`src/rtl/arb_pkg.sv`:
```
// Shared definitions for the round-robin burst arbiter: state encoding and
// the one-hot to binary index helper used by the picker (and the bench).
package arb_pkg;

    typedef enum logic {
        IDLE = 1'b0,
        BUSY = 1'b1
    } state_t;

    // Widest one-hot vector the helper accepts; callers zero-extend.
    localparam int MAX_REQ = 64;

    // For a one-hot input, OR-ing the indices of all set bits yields the
    // index of the single set bit. Returns 0 for an all-zero input.
    function automatic int onehot_to_idx(input logic [MAX_REQ-1:0] oh);
        int idx;
        idx = 0;
        for (int i = 0; i < MAX_REQ; i++) begin
            if (oh[i]) idx = idx | i;
        end
        return idx;
    endfunction

endpackage

```
`src/rtl/rr_pick.sv`:
```
// Combinational round-robin picker: lowest requester at or above the
// priority pointer wins, falling back to the lowest requester overall.
module rr_pick
    import arb_pkg::*;
#(
    parameter int N    = 16,
    parameter int IDXW = $clog2(N)
) (
    input  logic [N-1:0]    req,
    input  logic [N-1:0]    pointer,
    output logic [N-1:0]    winner,
    output logic [IDXW-1:0] winner_idx,
    output logic            any
);

    logic [N-1:0] masked;
    logic [N-1:0] sel;

    // Choose masked or unmasked candidates, then isolate the lowest set bit.
    always_comb begin
        masked     = req & pointer;
        sel        = (|masked) ? masked : req;
        winner     = sel & (~sel + N'(1));
        winner_idx = IDXW'(onehot_to_idx(MAX_REQ'(winner)));
        any        = |req;
    end

endmodule

```
`src/rtl/rr_burst_arb.sv`:
```
// Round-robin arbiter that locks the grant for a whole burst. The grant is
// released on the granted requester's last beat, when it drops its request
// without a beat, or when the beat limit forces release. The priority
// pointer then rotates past the winner.
module rr_burst_arb
    import arb_pkg::*;
#(
    parameter  int N         = 16,
    parameter  int MAX_BURST = 8,
    localparam int IDXW      = (N > 1) ? $clog2(N) : 1,
    localparam int CNTW      = (MAX_BURST > 0) ? $clog2(MAX_BURST + 1) : 1
) (
    input  logic            clk,
    input  logic            rst,
    input  logic [N-1:0]    req,
    input  logic [N-1:0]    req_last,
    input  logic            beat,
    output logic [N-1:0]    grant,
    output logic            grant_valid,
    output logic [IDXW-1:0] grant_idx,
    output logic            forced_release
);

    state_t          state;
    state_t          state_next;
    logic [N-1:0]    pointer;
    logic [N-1:0]    pointer_next;
    logic [CNTW-1:0] beat_cnt;
    logic [CNTW-1:0] cnt_next;
    logic [N-1:0]    grant_next;
    logic [IDXW-1:0] idx_next;
    logic            forced_next;
    logic            release_now;
    logic            limit_hit;

    logic [N-1:0]    pick_oh;
    logic [IDXW-1:0] pick_idx;
    logic            pick_any;

    rr_pick #(
        .N    (N),
        .IDXW (IDXW)
    ) u_pick (
        .req        (req),
        .pointer    (pointer),
        .winner     (pick_oh),
        .winner_idx (pick_idx),
        .any        (pick_any)
    );

    // The limit is reached on the beat that brings the count to MAX_BURST.
    generate
        if (MAX_BURST != 0) begin : g_limit
            assign limit_hit = (beat_cnt == CNTW'(MAX_BURST - 1));
        end else begin : g_no_limit
            assign limit_hit = 1'b0;
        end
    endgenerate

    // Next-state, grant and pointer decisions.
    always_comb begin
        state_next   = state;
        pointer_next = pointer;
        cnt_next     = beat_cnt;
        grant_next   = grant;
        idx_next     = grant_idx;
        forced_next  = 1'b0;
        release_now  = 1'b0;

        case (state)
            IDLE: begin
                if (pick_any) begin
                    grant_next = pick_oh;
                    idx_next   = pick_idx;
                    cnt_next   = '0;
                    state_next = BUSY;
                end
            end
            BUSY: begin
                if (beat) begin
                    cnt_next = beat_cnt + CNTW'(1);
                    if (req_last[grant_idx]) begin
                        release_now = 1'b1;
                    end else if (limit_hit) begin
                        release_now = 1'b1;
                        forced_next = 1'b1;
                    end
                end else if (!req[grant_idx]) begin
                    release_now = 1'b1;
                end
            end
            default: state_next = IDLE;
        endcase

        // Pointer keeps only the bits strictly above the winner; for the top
        // index it becomes zero so the next pick wraps to the lowest request.
        if (release_now) begin
            grant_next   = '0;
            cnt_next     = '0;
            state_next   = IDLE;
            pointer_next = ~((grant << 1) - N'(1));
        end
    end

    // State, pointer, counter and registered outputs.
    always_ff @(posedge clk) begin
        if (rst) begin
            state          <= IDLE;
            pointer        <= '1;
            beat_cnt       <= '0;
            grant          <= '0;
            grant_valid    <= 1'b0;
            grant_idx      <= '0;
            forced_release <= 1'b0;
        end else begin
            state          <= state_next;
            pointer        <= pointer_next;
            beat_cnt       <= cnt_next;
            grant          <= grant_next;
            grant_valid    <= |grant_next;
            grant_idx      <= idx_next;
            forced_release <= forced_next;
        end
    end

endmodule

```
`config.mk`:
```
export PLATFORM = sky130hd
export DESIGN_NAME = rr_burst_arb
export DESIGN_NICKNAME = d
export VERILOG_FILES = /design/src/rtl/arb_pkg.sv /design/src/rtl/rr_pick.sv /design/src/rtl/rr_burst_arb.sv
export SDC_FILE = /design/constraint.sdc
export NUM_CORES = 1
export LEC_CHECK = 0
export BUFFER_PORTS_ARGS = -buffer_cell sky130_fd_sc_hd__buf_2
export CAP_MARGIN = 0
export CORE_ASPECT_RATIO = 1.2
export CORE_MARGIN = 3
export CORE_UTILIZATION = 49
export DETAILED_ROUTE_END_ITERATION = 6
export PLACE_DENSITY = 0.86
export SETUP_SLACK_MARGIN = 0.02
export SYNTH_ARGS = -nofsm -noshare
export SYNTH_HDL_FRONTEND = slang
export SYNTH_SLANG_ARGS = --single-unit
```
`constraint.sdc`:
```
create_clock -name clk -period 2.9 [get_ports clk]
set_clock_uncertainty 0.2 [all_clocks]
set_input_delay 0 -clock clk [delete_from_list [all_inputs] [get_ports clk]]
set_output_delay 0 -clock clk [all_outputs]
set_load 0.01 [all_outputs]
```
==> results of run 1 <==
-- logic make-up after synthesis --
logic type / Yosys count
xor+xnor: 13
fa+ha+maj: 2
mux: 11
compound gates: 84
flops: 43
simple gates: 131
buf+inv: 20
-- report_power, final --
group / total [mW] / switching, mW / internal, mW
combinational: 0.634 / 0.312 / 0.322
sequential: 0.690 / 0.0493 / 0.641
clock: 0.489 / 0.210 / 0.279
total: 1.81 / 0.571 / 1.24
-- area by class of cell --
| type | count | area (sq um) |
|---|---|---|
| multi-input combinational | 242 | 1700 |
| fill | 375 | 1470 |
| sequential | 43 | 867 |
| timing repair buffer | 115 | 768 |
| clock buffer | 6 | 82.6 |
| tap | 60 | 75.1 |
| clock inverter | 2 | 35.0 |
| inverter | 3 | 11.3 |
-- synth_stat cells (2+ instances only) --
cell,instances,area [sq um]
nor3_1,13,65.1
inv_1,3,11.3
o21ai_1,4,20.0
nand4_1,2,12.5
nand3_1,9,45.0
o21ai_0,14,70.1
dfxtp_1,43,861
or3_4,5,56.3
a21oi_1,23,115
buf_2,3,15.0
and2_1,2,12.5
buf_6,3,33.8
a221oi_1,5,43.8
o21a_1,3,22.5
ha_1,2,25.0
nor2b_1,4,25.0
nor2_1,40,150
a22o_1,4,35.0
nand2b_1,4,25.0
nor3b_1,3,22.5
a31oi_1,3,18.8
or3_1,4,25.0
clkbuf_1,10,37.5
mux4_2,10,225
xor2_1,5,43.8
nand2_1,29,109
nor4_1,7,43.8
a211o_1,14,123
a311oi_1,2,17.5
xnor2_1,8,70.1
-- flip-flops by register name, summed over array words and instances, names as in the netlist --
| name | cells |
|---|---|
| grant | 16 |
| state | 1 |
| grant_idx | 4 |
| pointer | 16 |
| forced_release | 1 |
| grant_valid | 1 |
| beat_cnt | 4 |
-- layout by cell type, fill, tap and decap left out, types with 4 or more instances in the layout --
master         instances
nand3_1                9
o21ai_1                4
nor4_1                 7
dfxtp_2                5
nand2b_1               4
xor2_1                 5
xnor2_1                8
or3_1                  4
nor2_1                39
clkbuf_8               6
o21ai_2                6
nand2_1               28
a21oi_1               23
or3_4                  5
nor2b_1                4
a22o_1                 4
nor3_1                12
o21ai_0                8
buf_2                 56
mux4_2                10
dfxtp_1               38
buf_4                 50
dlygate4sd3_1          5
a211o_1               14
-- how the worst min path moves through the flow --
stage                endpoint  cells after the start  slack, ns  start
5_1_grt            pointer[0]                      2       0.01    rst
4_1_cts          grant_idx[2]                      2      -0.01    rst
6_report         grant_idx[2]                      2       0.02    rst
3_5_place_dp   forced_release                      3       0.12   beat
2_1_floorplan     pointer[12]                      1      -0.09    rst
3_3_place_gp   forced_release                      3       0.11   beat
-- what timing repair did --
item | in CTS | in global routing
resized for setup | 4 | 26
gates cloned | 0 | 1
pin swaps | 0 | 4
setup endpoints to repair | 17 | 40
hold buffers | 5 | 0
setup buffers | 0 | 5
hold endpoints to repair | 9 | 0
-- metal layers --
metal | track usage, % | part of all wire [%] | vias to the layer above
met3 | 5.39 | 7.6 | 49
li1 | - | - | 1355
met4 | 13.6 | 5.4 | 0
met2 | 48.5 | 51 | 182
met5 | 0 | 0 | -
met1 | 32.6 | 36 | 1404
==> results.json, run 1 <==
{
  "cpMostUsedCell": "or3_4",
  "placed_area_sq_mm": 0.00325,
  "cts_tree": "done",
  "power_leakage_nw": 1.48,
  "startpoint": "grant[0]",
  "maxSlewHeadroom_pct": 67.6,
  "worstSetupStartpointType": "flip-flop",
  "antenna_found_initial": 0,
  "h-tree-depth": 2,
  "routed_via_density": 6.35,
  "r2r_end": "pointer[14]",
  "synth.area.mux_share_pct": 9.07,
  "r2r_start": "grant[0]",
  "setup_viol": 2,
  "hold_class": "in -> reg",
  "ys_seq_area_share_pct": 33.2,
  "drtIter0Drc": 348,
  "synth_top_family_by_area": "simple AND/OR/NAND/NOR gates",
  "crit_family": "simple AND/OR/NAND/NOR gates",
  "endpoint_kind": "flip-flop",
  "synth-xor-area-share_pct": 4.39,
  "cp.depth": 9,
  "synth-simple-area-share_pct": 26.6,
  "path_max_fanout": 2,
  "drive_gt1_share_pct": 38.7,
  "maxCapViolCount": 0,
  "place.gp.congestion": 1.01,
  "syn_avg_cell_area_sq_um": 8.53,
  "slew_viol_final": 0,
  "num_vias": 2990,
  "cts-buffers-inserted": 5,
  "die_w_um": 72.4,
  "p_per_area_mw_per_mm2": 512,
  "crit_type": "reg -> reg",
  "r2r_slack_ns": -0.09,
  "grt_start_max_net_pins": 24,
  "cpMaxStageDelayCell": "or3_4",
  "dr.pass1.iters": 5,
  "max-vdd-ir-drop_uv": 447,
  "row_count": 28,
  "cpPeakStageDelay_ns": 0.38,
  "ys.flop_type": "dfxtp_1",
  "worst_pin_slew_ns": 0.485,
  "fmax_mhz": 334,
  "grt_pass1_vias": 2856,
  "r2r_cells": 9,
  "dp.cells": 452,
  "syn_inst": 304,
  "cts_root_buf": "clkbuf_8",
  "endpoint": "pointer[14]",
  "worstPathRequired_ns": 2.90,
  "syn-num-nets": 341,
  "clkTransAtPathRegs_ns": 0.09,
  "die_area_sq_mm": 0.00620,
  "status": "finished, violations left",
  "core-area_sq_mm": 0.00501,
  "dp_hpwl_um": 6350,
  "hold_viol": 0,
  "avgRoutedWirePerCell_um": 18.4,
  "ys_types": 53,
  "setup_tns_ns": -0.172,
  "cts.sink_count": 43,
  "fin_hold_ws_ns": 0.0154,
  "pre_cts_slack_ns": -0.0925,
  "path_buf_inv": 0,
  "grt_util_all_layers_pct": 27.9,
  "nNetsFinal": 447,
  "drtAntennaViolNets": 0,
  "fin_crit_sh_pct": 103,
  "crit_chain": "or3_4 > or3_4 > or3_4 > or3_4 > or3_4 > nor3_4 > xor2_1 > nor2_1 > a211o_1",
  "clock_path_buffers": 2,
  "synth_adder_area_share_pct": 0.965,
  "fin_area_sq_mm": 0.00354,
  "fin_cells": 471,
  "drc": 0,
  "synth-edff-count": 0,
  "ys_warn_count": 0,
  "die_h_um": 85.7,
  "period_needed_ns": 2.99,
  "grt_pass1_wl_um": 13600,
  "violations": "negative setup slack",
  "worst_slack_ns": -0.0941,
  "synth-compound-area-share_pct": 21.6,
  "fin_util_pct": 70.7,
  "power.total_mw": 1.81,
  "numPortBuffers": 56,
  "diodes": 0,
  "routed_wl_um": 8670,
  "rsz0062_at_grt": "yes",
  "crit_arrival_ns": 2.99,
  "netlist_area_sq_mm": 0.00259,
  "synth.ff_latch_count": 43,
  "async_flop_share_pct": 0,
  "grt-ovfl-total": 0,
  "io_pins": 57,
  "synthToLayoutAreaGrowth_pct": 36.7,
  "start_util_pct": 51.7,
  "clkLatencyLatePin_ns": 0.30
}
Note: power is estimated with default switching activity, not from simulation.
==> run 2, diff against run 1 <==
Settings changed: ABC_AREA from default to 1, CORE_UTILIZATION 49 to 60, PLACE_DENSITY 0.86 to 0.95.
Clock period 2.9 ns to 3.8 ns, I/O delays scaled along.
==> run 2 against run 1 <==
Net effect: the flow now finishes without violations; flip-flop and latch count did not move; synthesized cell count grew 63%; hold slack better by 0.041 ns; cell area down 3.4%; non-clock buffer count decreased by 47; power fell by 19%; sequential power is 19% lower; sequential share of layout area increased by 0.68 points; global-route usage up 2.0 points; area after synthesis up 14%; clock power fell by 28%; highest routed layer unchanged.
==> results.json, run 2 <==
{
  "rsz0062_at_grt": "no",
  "cts_root_buf": "clkbuf_8",
  "period_needed_ns": 3.02,
  "diodes": 0,
  "grt_pass1_wl_um": 14400,
  "drtIter0Drc": 290,
  "setup_viol": 0,
  "status": "completed",
  "syn-num-nets": 531,
  "ys.flop_type": "dfxtp_1",
  "grt_pass1_vias": 3270,
  "syn_inst": 494,
  "final_common_cell": "nand2_1",
  "drive_gt1_share_pct": 17.9,
  "grt-ovfl-total": 0,
  "synth.ff_latch_count": 43,
  "ys_warn_count": 0,
  "io_pins": 57,
  "path_buf_inv": 5,
  "worst_pin_slew_ns": 0.552,
  "synth.largest_area_cell": "dfxtp_1",
  "p_per_area_mw_per_mm2": 427,
  "ys_seq_area_share_pct": 29.2,
  "netlist_area_sq_mm": 0.00295,
  "h-tree-depth": 2,
  "slew_viol_final": 0,
  "power.total_mw": 1.46,
  "worstSetupStartpointType": "input port",
  "cpMaxStageDelayCell": "dlygate4sd3_1",
  "yosysMostFrequentCell": "nand2_1",
  "pre_cts_slack_ns": 1.18,
  "worstPathRequired_ns": 3.77,
  "max-vdd-ir-drop_uv": 278,
  "maxCapViolCount": 0,
  "cts-buffers-inserted": 5,
  "crit_family": "buffers and inverters",
  "antenna_found_initial": 0,
  "num_vias": 3507,
  "nNetsFinal": 590,
  "ys_types": 33,
  "drc": 0,
  "async_flop_share_pct": 0,
  "cts.sink_count": 43,
  "avgRoutedWirePerCell_um": 14.0,
  "setup_tns_ns": 0,
  "die_w_um": 70.0,
  "grt_start_max_net_pins": 31,
  "synthTopCellsByCount": "nand2_1 (146), nor2_1 (66), inv_1 (50)",
  "drtAntennaViolNets": 0,
  "start_util_pct": 63.3,
  "die_area_sq_mm": 0.00580,
  "numPortBuffers": 56,
  "maxSlewHeadroom_pct": 63.2,
  "dp_hpwl_um": 6210,
  "cpPeakStageDelay_ns": 0.56,
  "fmax_mhz": 331,
  "worst_slack_ns": 0.783,
  "hold_viol": 0,
  "die_h_um": 82.9,
  "power_leakage_nw": 1.78,
  "clkTransAtPathRegs_ns": 0.09,
  "final_cell_mix": "nand2_1 (146), nor2_1 (66), buf_2 (56)",
  "place.gp.congestion": 0.914,
  "hold_class": "in -> reg",
  "crit_arrival_ns": 2.99,
  "grt_util_all_layers_pct": 29.9,
  "syn_avg_cell_area_sq_um": 5.98,
  "fin_crit_sh_pct": 79.4,
  "path_max_fanout": 12,
  "row_count": 27,
  "synth_top_area_share_pct": 29.2,
  "routed_wl_um": 8530,
  "clkLatencyLatePin_ns": 0.31,
  "clock_path_buffers": 2,
  "synth-edff-count": 0,
  "cts_tree": "done",
  "synth_area_leaders": "dfxtp_1 (29%), nand2_1 (19%), nor2_1 (8.4%), nand3_1 (8.3%), inv_1 (6.4%)",
  "endpoint_kind": "flip-flop",
  "core-area_sq_mm": 0.00466,
  "crit_type": "in -> reg",
  "synthToLayoutAreaGrowth_pct": 15.9,
  "routed_via_density": 5.74,
  "dr.pass1.iters": 6,
  "crit_chain": "dlygate4sd3_1 > buf_2 > inv_1 > nand4_1 > dlygate4sd3_1 > nor2_1 > a21oi_2 > inv_1 > nand2_1 > nand3_1 > o21ai_1 > nand2_1 > a21oi_1 > nand2_1 > nor2_1 > nor2_1",
  "top_regs": "grant x16, pointer x16"
}
-- run 2: cell type report --
type	instances	area, sq um
multi-input combinational	383	1800
fill	385	1240
clock inverter	1	30.0
sequential	43	861
timing repair buffer	68	390
tap	58	72.6
inverter	52	195
clock buffer	6	72.6
-- run 2: per-stage QoR --
stage          util (%)  std cells  area [sq um]  hold slack (ns)
3_5_place_dp       69.5        596          3240            0.200
3_3_place_gp       69.5        596          3240            0.193
4_1_cts            73.4        611          3420           0.0558
2_1_floorplan         -        494          2950          -0.0328
5_1_grt            73.4        611          3420            0.114
6_report           73.4        611          3420           0.0566
-- run 2: report_power, final --
part / leakage, nW / total [mW] / switching, mW / internal [mW]
sequential: 0.354 / 0.560 / 0.0544 / 0.506
clock: 0.0513 / 0.354 / 0.161 / 0.193
combinational: 1.38 / 0.547 / 0.348 / 0.199
-- run 2: tightest hold or removal path, cell delays in order --
cell     delay (ns)
buf_2          0.07
nand2_1        0.04
nand2_1        0.05
nand2_1        0.04
nand3_1        0.05
nand3_1        0.08
nand4_1        0.13
nor3_1         0.05
-- run 2: repair_timing --
item                                   CTS  global route
hold buffers                             8             0
endpoints found under the hold margin   17             0
gates resized for setup                  0             0
setup buffers                            0             0
-- run 2: cells by family (layout without fill, tap and decap cells) --
group | count (synthesis) | in the layout | synth area share [%]
buffers and inverters | 68 | 127 | 9.83
flip-flops | 43 | 43 | 29.2
AO/OA/AOI/OAI | 66 | 66 | 11.9
AND/OR/NAND/NOR | 305 | 305 | 45.3
XOR/XNOR | 10 | 10 | 2.97
adder cells (fa/ha/maj) | 2 | 2 | 0.847
-- run 2: path summary, 6_finish.rpt --
path | startpoint | to | slack (ns) | depth (start not counted)
max | req[0] | grant_valid | 0.78 | 16
min | req_last[7] | forced_release | 0.06 | 8
max reg2reg | grant_idx[0] | grant_valid | 1.09 | 17
min reg2reg | pointer[0] | pointer[0] | 0.28 | 2
-- run 2: routing by layer --
layer | track usage, % | wire [um] | vias up
li1 | - | - | 1698
met1 | 33.9 | 3220 | 1533
met2 | 50.0 | 3990 | 221
met3 | 6.66 | 766 | 55
met4 | 18.8 | 549 | 0
met5 | 0 | 0 | -
